**config.mk**
```make
export PLATFORM = sky130hd
export DESIGN_NAME = rect_fill_ctrl
export DESIGN_NICKNAME = d
export VERILOG_FILES = /design/src/rtl/rect_fill_ctrl.sv
export SDC_FILE = /design/constraint.sdc
export NUM_CORES = 1
export LEC_CHECK = 0
export ABC_AREA = 1
export BUFFER_PORTS_ARGS = -buffer_cell sky130_fd_sc_hd__buf_2
export CAP_MARGIN = 20
export CORE_ASPECT_RATIO = 1.5
export CORE_MARGIN = 10
export CORE_UTILIZATION = 40
export DETAILED_ROUTE_END_ITERATION = 8
export HOLD_SLACK_MARGIN = 0.08
export PLACE_DENSITY = 0.64
export SYNTH_ARGS = -nofsm -noshare
export SYNTH_HDL_FRONTEND = slang
export SYNTH_SLANG_ARGS = --single-unit
```
**constraint.sdc**
```tcl
create_clock -name clk -period 4.4 [get_ports clk]
set_input_delay 0.66 -clock clk [delete_from_list [all_inputs] [get_ports clk]]
set_output_delay 0.66 -clock clk [all_outputs]
set_load 0.05 [all_outputs]
```
**src/rtl/rect_fill_ctrl.sv**
```systemverilog
// Filled-rectangle controller: walks the rows of a rectangle from top to bottom,
// hands each horizontal span to an external line engine and forwards its pixels.
module rect_fill_ctrl #(
    parameter int CORDW = 16
) (
    input  logic                    clk,
    input  logic                    rst,
    input  logic                    start,
    input  logic                    oe,
    input  logic signed [CORDW-1:0] x0,
    input  logic signed [CORDW-1:0] y0,
    input  logic signed [CORDW-1:0] x1,
    input  logic signed [CORDW-1:0] y1,
    output logic signed [CORDW-1:0] x,
    output logic signed [CORDW-1:0] y,
    output logic                    busy,
    output logic                    valid,
    output logic                    done,
    output logic                    ln_start,
    output logic                    ln_oe,
    output logic signed [CORDW-1:0] ln_x0,
    output logic signed [CORDW-1:0] ln_x1,
    input  logic signed [CORDW-1:0] ln_x,
    input  logic                    ln_valid,
    input  logic                    ln_done
);

    typedef enum logic [1:0] {IDLE, LINE_START, LINE_WAIT, FINISH} state_t;

    localparam logic signed [CORDW-1:0] ONE = CORDW'(1);

    function automatic logic signed [CORDW-1:0] smin(input logic signed [CORDW-1:0] a,
                                                     input logic signed [CORDW-1:0] b);
        return (a < b) ? a : b;
    endfunction

    function automatic logic signed [CORDW-1:0] smax(input logic signed [CORDW-1:0] a,
                                                     input logic signed [CORDW-1:0] b);
        return (a > b) ? a : b;
    endfunction

    state_t                  state_q, state_d;
    logic signed [CORDW-1:0] xa_q, xa_d;
    logic signed [CORDW-1:0] xb_q, xb_d;
    logic signed [CORDW-1:0] yb_q, yb_d;
    logic signed [CORDW-1:0] y_q, y_d;
    logic                    busy_q, busy_d;
    logic                    done_q, done_d;
    logic                    ln_start_q, ln_start_d;

    always_comb begin
        state_d    = state_q;
        xa_d       = xa_q;
        xb_d       = xb_q;
        yb_d       = yb_q;
        y_d        = y_q;
        busy_d     = busy_q;
        done_d     = 1'b0;
        ln_start_d = 1'b0;
        case (state_q)
            IDLE: begin
                if (start) begin
                    xa_d       = smin(x0, x1);
                    xb_d       = smax(x0, x1);
                    y_d        = smin(y0, y1);
                    yb_d       = smax(y0, y1);
                    busy_d     = 1'b1;
                    ln_start_d = 1'b1;
                    state_d    = LINE_START;
                end
            end
            LINE_START: begin
                state_d = LINE_WAIT;
            end
            LINE_WAIT: begin
                // ln_done is a one-cycle pulse, so it is taken regardless of oe
                if (ln_done) begin
                    if (y_q == yb_q) begin
                        busy_d  = 1'b0;
                        done_d  = 1'b1;
                        state_d = FINISH;
                    end else begin
                        y_d        = y_q + ONE;
                        ln_start_d = 1'b1;
                        state_d    = LINE_START;
                    end
                end
            end
            default: begin
                state_d = IDLE;
            end
        endcase
    end

    always_ff @(posedge clk) begin
        xa_q <= xa_d;
        xb_q <= xb_d;
        yb_q <= yb_d;
        y_q  <= y_d;
        if (rst) begin
            state_q    <= IDLE;
            busy_q     <= 1'b0;
            done_q     <= 1'b0;
            ln_start_q <= 1'b0;
        end else begin
            state_q    <= state_d;
            busy_q     <= busy_d;
            done_q     <= done_d;
            ln_start_q <= ln_start_d;
        end
    end

    // Pixel stream is a pass-through from the line engine while a span is running
    assign valid    = (state_q == LINE_WAIT) && ln_valid && !rst;
    assign ln_oe    = (state_q == LINE_WAIT) && oe && !rst;
    assign x        = (state_q == LINE_WAIT) ? ln_x : xa_q;
    assign y        = y_q;
    assign ln_x0    = xa_q;
    assign ln_x1    = xb_q;
    assign busy     = busy_q;
    assign done     = done_q;
    assign ln_start = ln_start_q;

endmodule

```
# Yosys cells after proc, flatten, opt, wreduce, memory -nomap -nowiden
# Index checks and enable logic that the tools add are counted.
# totals
ff_bits	69
out_inout_bits	69
wordCells	56
# classes
addsub	1
order_cmp	4
n_eq_ne	7
mux	22
bitwise	2
reduce_logical	12
# ops
operator	n
$mux 16	8
$gt 16x16->1	2
$lt 16x16->1	2
$pmux 16 s2	1
$add 16x2->16 const B	1
$eq 16x16->1	1
$ne 2x2->1 const B	4
$reduce_and 4->1	2
$mux 1	7
$mux 2	3
$pmux 2 s3	1
$logic_and 1x1->1	4
$pmux 1 s2	2
$reduce_and 2->1	2
$reduce_or 3->1	1
$eq 2x1->1 const B	1
$eq 2x2->1 const B	1
$logic_not 2->1	1
$not 1->1	2
$reduce_bool 2->1	1
$logic_not 1->1	1

# Logic depth before layout (Yosys ltp)
# Gate-level depths: netlist (run 1).
# logic_depth
depth_word	4
ltp_mapped	16
depth_no_buf	15

# Worst setup path before layout (run 1)
# Ideal clock, no wire load.
# synth_timing
path_kind	input -> register
start	input port start
end	register xa_q[0] (netlist: ln_x0[0]) (enable)
t_arrival_ns	2.701
required_time_ns	3.946
path_slack_ns	1.246
stages	2
cell_sequence	inv_1 -> nor2_1
# synth_between
elab_chain_cells	1
# synth_rtl
item	line_no	rtl
start, declared	8	input logic start,
$reduce_and 2->1 (no line)	n/a	
end signal, assigned	96	xa_q <= xa_d;
end, declared	43	logic signed [CORDW-1:0] xa_q, xa_d;
# No other way between the ends.
# A chain may end at the register's enable or synchronous reset.

# Final worst setup path (run 1)
# layout_timing
start	register state_q[1]
end	output port x[0]
# layout_between
elab_chain_cells	2
# layout_rtl
item	line_no	rtl
start, declared	42	state_t state_q, state_d;
start signal, assigned	106	state_q <= state_d;
$eq 2x2->1	116	assign x = (state_q == LINE_WAIT) ? ln_x : xa_q;
$mux 16	116	
end, declared	14	output logic signed [CORDW-1:0] x,
# No other way between the ends.

==> summary.txt, run 1 <==
Outcome
  • Outcome: finished, final reports clean

Timing
  • Tcrit/Tclk final: 71.5%
  • Min Tclk post-route: 3150 ps
  • Unrepaired setup endpoints after global routing: no
  • Final Hold Fails: 0
  • Setup TNS: 0 ps
  • Setup-failing EPs final: 0
  • Post-Route Skew: between 6 and 7 ps
  • Rel. slew slack: between 40% and 50%
  • Pins over their slew limit: 0
  • Fmax: roughly 320 MHz
  • Slew @ Worst Pin: ~870 ps

Global routing
  • Gr ovfl total: 0
  • GRT Overall Usage: between 10% and 20%
  • Vias in the first global route: between 4k and 5k
  • Largest net degree at the start of global routing: 33
  • Global-route wire length before repair: approximately 23,000 um
  • Initial antenna violation count: 0

Finish
  • Fin nets: roughly 870
  • Util after Layout: about half
  • Fillers: between 1k and 1.5k
  • Layout cells sized above 1: between 20% and 30%
  • Diode count: 0
  • Non-Filler Instances: 904
  • Layout area overhead: 25.4%

Worst setup path
  • CP required: around 3700 ps
  • Worst R2R Path Depth: 6
  • R2R Path End: y[0]
  • Worst setup SP type: flip-flop
  • Reg-to-reg startpoint: state_q[1]
  • Worst Path Max Fanout: 20
  • Setup crit end kind: primary output
  • R2R Setup Slk: between 1500 and 2000 ps
  • Crit. Startpoint: state_q[1]
  • Critical path class: reg -> out
  • Worst setup path end: x[0]
  • CP Data Arrival Time: around 2500 ps

Synth
  • Most frequent cell after synthesis: nand2_1
  • Synth unique cells: 32
  • Area share of the largest cell type after synthesis: 40.6%
  • Post-synth EDFFs: 64
  • Asr flop ratio synth: 0%
  • Post-synthesis sequential area ratio: between 40% and 50%
  • Gate Count Post-Synth: 601
  • Top post-synthesis cells by count: nand2_1, inv_1, edfxtp_1
  • Yosys reg bits: just under 70
  • Net Count, Synth: 720
  • Top FF cell, synth: edfxtp_1
  • Top cells by area, synth: edfxtp_1, nand2_1, ha_1, inv_1, nand3_1
  • Mapped Avg Cell Area: ~7.9 um2
  • Synthesized area: between 0.004 and 0.005 mm2
  • Synth warn: 0
  • Largest area contributor in the netlist: edfxtp_1

Floorplan
  • Initial core utilization: approximately 40%
  • Io pins: roughly 160
  • Row cnt: 48
  • Core Region: between 0.01 and 0.015 mm2
  • Die Area: roughly 0.017 mm2
  • Die Wd: roughly 110 um
  • Die height: between 150 and 200 um

Pwr
  • Sw Share: 39.7%
  • Internal Power: between 1.5 and 2 mW
  • Sequential Power Share: between 30% and 40%
  • Sw power: between 1 and 1.5 mW
  • Worst vdd ir: 0.181 mV
  • Clock power frac: between 20 and 30%
  • PD cells: between 400 and 500 mW/mm2
  • Combinational share of power: 36.0%
  • Leakage power: between 3 and 4 nW

Clocking
  • H-tree levels: 3
  • Clock slew at reported path FFs: about 60 ps
  • Post-CTS setup buffer count: 0
  • # hold bufs at CTS: 0
  • CTS Buffer Depth: 2
  • CTS resizes: 0
  • Clock sink total: between 60 and 70
  • CTS root buffer: clkbuf_16
  • Worst skew pair latency: roughly 330 ps
  • CTS tree: done
  • CTS Buf Count: 9

Place
  • GP Congestion: around 0.93
  • DP HPWL: 11,900 um
  • Dpl cells: between 800 and 900
  • Port Buffers: about 150

Route
  • Initial DRC count: 200
  • Vias per cell: about 5
  • DRC Markers: 0
  • Detail Route Antenna Nets: 0
  • Drt wl/cell: roughly 16 um
  • Total wire length: 14,500 um
  • DR vias: between 4k and 5k
  • Pre-antenna DRT Iters: 6

Hold path
  • Hold Crit Class: reg -> reg

Flow run
  • Max_cap viols: 0
power groups by stage:
stage | Combinational, mW | Sequential [mW] | Clock (mW)
after CTS | 0.937 | 0.917 | 0.749
after global placement | 0.922 | 0.925 | 0
final | 0.929 | 0.916 | 0.737
after global routing | 1.02 | 0.930 | 0.783
after detailed placement | 0.935 | 0.928 | 0
after floorplan | 0.459 | 1.16 | 0
worst min path at each step:
stage / start / end / slack [ps] / cells past startpoint
global route: busy / busy / 530 / 2
detailed placement: busy / busy / 470 / 2
floorplan: state_q[0] / state_q[1] / 480 / 2
CTS: busy / busy / 480 / 2
global placement: busy / busy / 460 / 2
finish: busy / busy / 470 / 2
cells by family (layout without fill, tap and decap cells):
logic type	count (synthesis)	after routing	share of synthesized area (%)
compound gates	75	75	8.24
simple gates	305	305	28.4
fa+ha+maj	33	33	8.72
xor+xnor	17	17	3.14
buf+inv	102	255	8.77
flops	69	69	42.7
registers in the layout (all words and copies together), names as in the netlist:
signal / cells
state_q: 2
yb_q: 16
ln_x0: 16
done: 1
ln_x1: 16
busy: 1
y: 16
ln_start: 1
placed cells by master (no fill, tap or decap), drive strengths merged:
| cell | synthesis | final |
|---|---|---|
| or2 | 4 | 4 |
| inv | 80 | 81 |
| a21oi | 24 | 24 |
| o21bai | 1 | 1 |
| edfxtp | 64 | 64 |
| o21a | 1 | 1 |
| dfxtp | 5 | 5 |
| o21ai | 46 | 46 |
| nand2 | 186 | 186 |
| xnor2 | 14 | 14 |
| xor2 | 3 | 3 |
| a21o | 1 | 1 |
| a31oi | 1 | 1 |
| buf | 11 | 158 |
| clkinv | 1 | 1 |
| ha | 33 | 33 |
| clkinvlp | 0 | 2 |
| nor4 | 3 | 3 |
| clkbuf | 10 | 13 |
| nand4 | 25 | 25 |
| nand3 | 64 | 64 |
| nor2 | 20 | 20 |
| o31ai | 1 | 1 |
| nor3 | 3 | 3 |
area by class of cell:
cell class | instances | area, um2 | share of cell area (%)
inverters | 81 | 304 | 5.12
multi-input cells | 430 | 2310 | 38.9
well taps | 150 | 188 | 3.16
repair buffers | 158 | 801 | 13.5
clock buffers | 13 | 292 | 4.91
flip-flops and latches | 69 | 2020 | 34.0
clock inverters | 3 | 23.8 | 0.400
metal layers:
metal / vias up / track usage [%] / part of all wire [%]
met5: - / 0 / 0
met4: 0 / 8.19 / 2.7
met3: 27 / 4.46 / 7.6
met2: 177 / 31.6 / 52
met1: 2109 / 17.9 / 38
li1: 2307 / - / -
through the flow:
stage	area, um2	power, mW	hold WS, ps	setup slack, ps
after floorplan	4740	1.62	475	1250
after CTS	5940	2.60	483	1210
after detailed placement	5620	1.86	467	1050
after global routing	5940	2.73	526	973
after global placement	5620	1.85	456	1110
final	5940	2.58	472	1250
worst max-delay path, stage by stage (launching register included):
cell	delay [ps]
dfxtp_1	360
inv_1	70
nor2_2	620
inv_1	610
nand2_1	210
nand2_1	60
buf_2	210
No activity file was read; power rests on OpenSTA's default activity.
==> run 2: changes to the inputs <==
==> constraint.sdc (replaced) <==
create_clock -name clk -period 2.92 [get_ports clk]
set_input_delay 0.438 -clock clk [delete_from_list [all_inputs] [get_ports clk]]
set_output_delay 0.438 -clock clk [all_outputs]
set_load 0.05 [all_outputs]
==> summary.txt, run 2 (same netlist as run 1, synthesis figures left out) <==
Outcome
  • Outcome: finished, final reports clean

Floorplan
  • Initial core utilization: between 40% and 50%
  • Core Region: around 0.012 mm2
  • Die Area: 0.0167 mm2
  • Row cnt: 48
  • Die height: around 150 um
  • Io pins: 155
  • Die Wd: about 110 um

Clocking
  • H-tree levels: 3
  • CTS Buffer Depth: 2
  • CTS tree: done
  • CTS Buf Count: 9
  • Worst skew pair latency: approximately 330 ps
  • Clock slew at reported path FFs: 60 ps
  • # hold bufs at CTS: 0
  • CTS root buffer: clkbuf_16
  • Clock sink total: between 60 and 70
  • Post-CTS setup buffer count: 0
  • CTS resizes: 0

Place
  • DP HPWL: 11,900 um
  • Setup WS pre-CTS: 377 ps
  • GP Congestion: between 0.9 and 1
  • Port Buffers: roughly 150

Timing
  • Unrepaired setup endpoints after global routing: no
  • Final Hold Fails: 0
  • Fmax: approximately 420 MHz
  • Min Tclk post-route: approximately 2400 ps
  • Setup-failing EPs final: 0
  • Setup TNS: 0 ps
  • Fin worst setup slack: between 500 and 600 ps
  • Rel. slew slack: between 40% and 50%
  • Slew @ Worst Pin: ~770 ps
  • Post-Route Skew: ~6.0 ps
  • Pins over their slew limit: 0
  • Worst hold slack: 345 ps
  • Tcrit/Tclk final: between 80% and 90%

Hold path
  • Hold Path Depth: 2
  • Hold Startpoint: rst
  • Hold Crit Class: in -> reg
  • Hold EP: state_q[0]

Pwr
  • Sw Share: 40.0%
  • Combinational share of power: between 30% and 40%
  • Worst vdd ir: roughly 0.30 mV
  • PD cells: about 650 mW/mm2
  • Clock power frac: between 20% and 30%
  • Leakage power: approximately 3 nW
  • Sequential Power Share: 35.4%
  • Pwr Total: between 3 and 4 mW
  • Sw power: 1.56 mW
  • Internal Power: between 2 and 2.5 mW

Worst setup path
  • Reg-to-reg startpoint: y[5]
  • R2R Path End: y[2]
  • Worst R2R Path Depth: 7
  • R2R Setup Slk: approximately 740 ps
  • CP Data Arrival Time: about 2000 ps
  • Setup crit end kind: primary output
  • CP required: about 2500 ps
  • Critical path class: reg -> out
  • Worst setup SP type: flip-flop
  • Worst Path Max Fanout: 17

Finish
  • Layout cells sized above 1: about a quarter
  • Layout area overhead: 26.9%
  • Diode count: 0
  • Most frequent cells in the layout: nand2_1, buf_2, inv_1
  • Fillers: 1,124
  • Commonest non-fill, non-tap cell in the layout: nand2_1
  • Fin nets: ~880

Route
  • Vias per cell: around 5.1
  • Initial DRC count: 220
  • DR vias: 4,655
  • Total wire length: roughly 15,000 um
  • DRC Markers: 0
  • Pre-antenna DRT Iters: 5
  • Drt wl/cell: roughly 16 um
  • Detail Route Antenna Nets: 0

Global routing
  • Gr ovfl total: 0
  • Vias in the first global route: between 4k and 5k
  • Global-route wire length before repair: 23,100 um
  • Largest net degree at the start of global routing: 24
  • GRT Overall Usage: approximately 17%
  • Initial antenna violation count: 0

Flow run
  • Max_cap viols: 0
run 2: metal layers:
metal  GRT usage, %  vias up  share of wire [%]
met2           32.0      197                 53
met3           5.26       17                8.9
met1           17.8     2108                 36
met4           6.05        0                1.5
li1               -     2333                  -
met5              0        -                  0
run 2: area by class of cell:
cell class / instances / area (um2) / area share (%)
multi-input cells: 430 / 2310 / 38.4
flip-flops and latches: 69 / 2020 / 33.6
repair buffers: 169 / 883 / 14.7
inverters: 81 / 304 / 5.06
clock buffers: 12 / 278 / 4.62
well taps: 150 / 188 / 3.12
clock inverters: 4 / 28.8 / 0.479
run 2: power by group through the flow:
stage | logic [mW] | registers (mW) | clock network [mW]
2_1_floorplan | 0.693 | 1.74 | 0
3_3_place_gp | 1.41 | 1.40 | 0
3_5_place_dp | 1.43 | 1.40 | 0
4_1_cts | 1.44 | 1.39 | 1.12
5_1_grt | 1.55 | 1.40 | 1.16
6_report | 1.42 | 1.38 | 1.10
run 2: worst max-delay path by stage:
stage	startpoint	end	depth (start not counted)
3_5_place_dp	x1[15]	ln_x1[2]	10
6_report	state_q[1]	x[3]	7
3_3_place_gp	x1[15]	ln_x1[11]	10
5_1_grt	state_q[1]	x[13]	7
4_1_cts	state_q[1]	x[3]	7
2_1_floorplan	state_q[1]	ln_x0[0]	2
run 2: metrics by stage:
stage	utilization [%]	area [um2]	std cells
6_report	52.1	6010	915
5_1_grt	52.1	6010	915
4_1_cts	52.1	6010	915
3_5_place_dp	49.5	5710	899
3_3_place_gp	49.5	5710	899
2_1_floorplan	-	4740	601
run 2: worst max-delay path: stages (launching register included):
cell and delay, ps:
dfxtp_1 330, inv_1 90, nor2_2 50, buf_4 200
inv_1 460, nand2_1 120, nand2_1 90, buf_2 270
==> run 3: changes to the inputs <==
--- a/config.mk
+++ b/config.mk
@@ -5,7 +5,7 @@
 export SDC_FILE = /design/constraint.sdc
 export NUM_CORES = 1
 export LEC_CHECK = 0
-export ABC_AREA = 1
+export ABC_AREA = 0
 export BUFFER_PORTS_ARGS = -buffer_cell sky130_fd_sc_hd__buf_2
 export CAP_MARGIN = 20
 export CORE_ASPECT_RATIO = 1.5
@@ -13,7 +13,7 @@
 export CORE_UTILIZATION = 40
 export DETAILED_ROUTE_END_ITERATION = 8
 export HOLD_SLACK_MARGIN = 0.08
-export PLACE_DENSITY = 0.64
+export PLACE_DENSITY = 0.63
 export SYNTH_ARGS = -nofsm -noshare
 export SYNTH_HDL_FRONTEND = slang
 export SYNTH_SLANG_ARGS = --single-unit
==> constraint.sdc (replaced) <==
create_clock -name clk -period 2.4 [get_ports clk]
set_input_delay 0.36 -clock clk [delete_from_list [all_inputs] [get_ports clk]]
set_output_delay 0.36 -clock clk [all_outputs]
set_load 0.05 [all_outputs]
==> summary.txt, run 3 <==
Synth
  • Post-synth EDFFs: 64
  • Asr flop ratio synth: 0%
  • Largest area contributor in the netlist: edfxtp_1
  • Synth unique cells: 45
  • Area share of the largest cell type after synthesis: 40.4%
  • Net Count, Synth: between 500 and 600
  • Mapped Avg Cell Area: ~11 um2
  • Yosys reg bits: roughly 70
  • Post-synthesis sequential area ratio: 42.5%
  • Top FF cell, synth: edfxtp_1
  • Most frequent cell after synthesis: edfxtp_1
  • Gate Count Post-Synth: ~440
  • Synthesized area: approximately 0.0048 mm2
  • Top cells by area, synth: edfxtp_1, ha_1, mux2_2, mux2i_1, nand2_1
  • Top post-synthesis cells by count: edfxtp_1, nand2_1, inv_1
  • Synth warn: 0

Floorplan
  • Die Area: about 0.017 mm2
  • Initial core utilization: 41.0%
  • Die height: between 150 and 200 um
  • Die Wd: between 100 and 150 um
  • Core Region: about 0.012 mm2
  • Io pins: roughly 160
  • Row cnt: between 40 and 50

Finish
  • Post-route cell area: between 0.006 and 0.007 mm2
  • Layout area overhead: 40.9%
  • Commonest non-fill, non-tap cell in the layout: buf_2
  • Fillers: 973
  • Most frequent cells in the layout: buf_2, edfxtp_1, nand2_1
  • Layout cells sized above 1: between 40% and 50%
  • Util after Layout: between 50 and 60%
  • Fin nets: 768
  • Non-Filler Instances: ~800

Pwr
  • Clock power frac: between 30% and 40%
  • Leakage power: 3.17 nW
  • Worst vdd ir: a little under 0.4 mV
  • Sw Share: 34.7%
  • Sequential Power Share: 34.6%
  • Sw power: ~1.6 mW
  • Combinational share of power: between 30% and 40%
  • Pwr Total: roughly 4.6 mW
  • Internal Power: approximately 3 mW
  • PD cells: about 680 mW/mm2

Clocking
  • Clock sink total: 69
  • Clock slew at reported path FFs: 60 ps
  • CTS Buffer Depth: 2
  • CTS tree: done
  • H-tree levels: 3
  • CTS Buf Count: 9
  • Worst skew pair latency: about 340 ps
  • CTS root buffer: clkbuf_16
  • # hold bufs at CTS: 0

Global routing
  • Initial antenna violation count: 2
  • Gr ovfl total: 0
  • Vias in the first global route: ~4.6k
  • GRT Overall Usage: approximately 18%
  • Largest net degree at the start of global routing: 50
  • Global-route wire length before repair: about 23,000 um

Worst setup path
  • Max incr delay on CP: around 520 ps
  • CP required: 2490 ps
  • Critical path class: in -> reg
  • Worst path cell trace: buf_12 > inv_12 > ha_4 > nor2b_1 > o211ai_1 > a21oi_4 > or4_4 > a22o_4 > clkbuf_16 > mux2_4
  • Cell family with most CP delay: compound AO/OA/AOI/OAI gates
  • CP Data Arrival Time: 2490 ps
  • Setup crit end kind: flip-flop
  • Worst Path Max Fanout: 6
  • Worst setup SP type: input port
  • Slowest CP cell: or4_4
  • Worst path bufs/invs: 3

Timing
  • Fin worst setup slack: 2.38 ps
  • Setup-failing EPs final: 0
  • Min Tclk post-route: 2400 ps
  • Rel. slew slack: a little under three fifths
  • Final Hold Fails: 0
  • Slew @ Worst Pin: approximately 670 ps
  • Tcrit/Tclk final: between 90% and 100%
  • Unrepaired setup endpoints after global routing: yes
  • Fmax: about 420 MHz
  • Post-Route Skew: 4.25 ps
  • Pins over their slew limit: 0

Place
  • Post-DP Area: 0.00628 mm2
  • Setup WS pre-CTS: -370 ps
  • DP HPWL: 11,500 um
  • Port Buffers: approximately 150
  • Dpl cells: just under 800
  • GP Congestion: between 0.8 and 0.9

Route
  • Detail Route Antenna Nets: 0
  • DRC Markers: 0
  • Initial DRC count: approximately 110
  • Drt wl/cell: between 15 and 20 um
  • DR vias: 4,177
  • Pre-antenna DRT Iters: 5
  • Total wire length: between 10,000 and 15,000 um
  • Vias per cell: just over 5

Hold path
  • Hold Crit Class: in -> reg

Flow run
  • Max_cap viols: 0

Outcome
  • Outcome: finished, final reports clean
run 3: worst reg2reg max path: stages, from the launching register on:
cell	delay (ps)
edfxtp_1	490
xor2_1	280
nor4_1	110
nand4_1	180
nor2_1	100
nor2_4	490
run 3: repair_timing:
action                                  4_1_cts  5_1_grt
gates cloned                                  0        1
setup buffers                                 0        1
gates resized for setup                       1       12
hold endpoints to repair                      0        0
pin swaps                                     1        1
endpoints found under the setup margin       16       31
run 3: power groups by stage:
| stage | Clock, mW | Combinational (mW) | Sequential, mW |
|---|---|---|---|
| floorplan | 0 | 0.731 | 1.90 |
| finish | 1.42 | 1.56 | 1.58 |
| global route | 1.48 | 1.68 | 1.60 |
| CTS | 1.43 | 1.54 | 1.58 |
| detailed placement | 0 | 1.53 | 1.60 |
| global placement | 0 | 1.51 | 1.60 |
run 3: final cells by class:
cell class | count | area (um2) | share of cell area, %
Multi-Input combinational cell | 318 | 2700 | 40.3
Sequential cell | 69 | 2020 | 30.2
Timing Repair Buffer | 216 | 1320 | 19.7
Clock buffer | 13 | 304 | 4.54
Tap cell | 150 | 188 | 2.80
Inverter | 35 | 144 | 2.15
Clock inverter | 3 | 21.3 | 0.317
Antenna cell | 1 | 2.50 | 0.0373
run 3: cells by family (layout without fill, tap and decap cells):
kind of cell    after synthesis  count (layout)  share of synthesized area [%]
mux                          78              78                           18.5
flops                        69              69                           42.5
other cells                   0               1                              0
simple gates                126             126                           12.5
fa+ha+maj                    33              33                           8.68
compound gates               52              52                           7.84
buf+inv                      52             267                           4.68
xor+xnor                     29              29                           5.34
run 3: path summary, 6_finish.rpt:
kind | startpoint | end | slack [ps] | cells past startpoint
max | y1[1] | yb_q[2] | 2 | 10
max reg2reg | y[3] | y[10] | 390 | 5
min reg2reg | busy | busy | 490 | 2
min | rst | state_q[1] | 260 | 2
run 3: per-layer routing:
layer / vias to the layer above / routed length, um / track usage [%]
met1: 1979 / 5300 / 17.4
met4: 2 / 364 / 6.93
met3: 27 / 1230 / 6.44
li1: 2028 / - / -
met5: - / 12 / 0
met2: 141 / 7900 / 32.4
run 3: per-stage QoR:
| step | TNS (ps) | hold slack [ps] |
|---|---|---|
| final | 0 | 261 |
| after global routing | -591 | 281 |
| after CTS | -26.5 | 258 |
| after detailed placement | -15730 | 487 |
| after global placement | -14240 | 484 |
| after floorplan | -7910 | 432 |
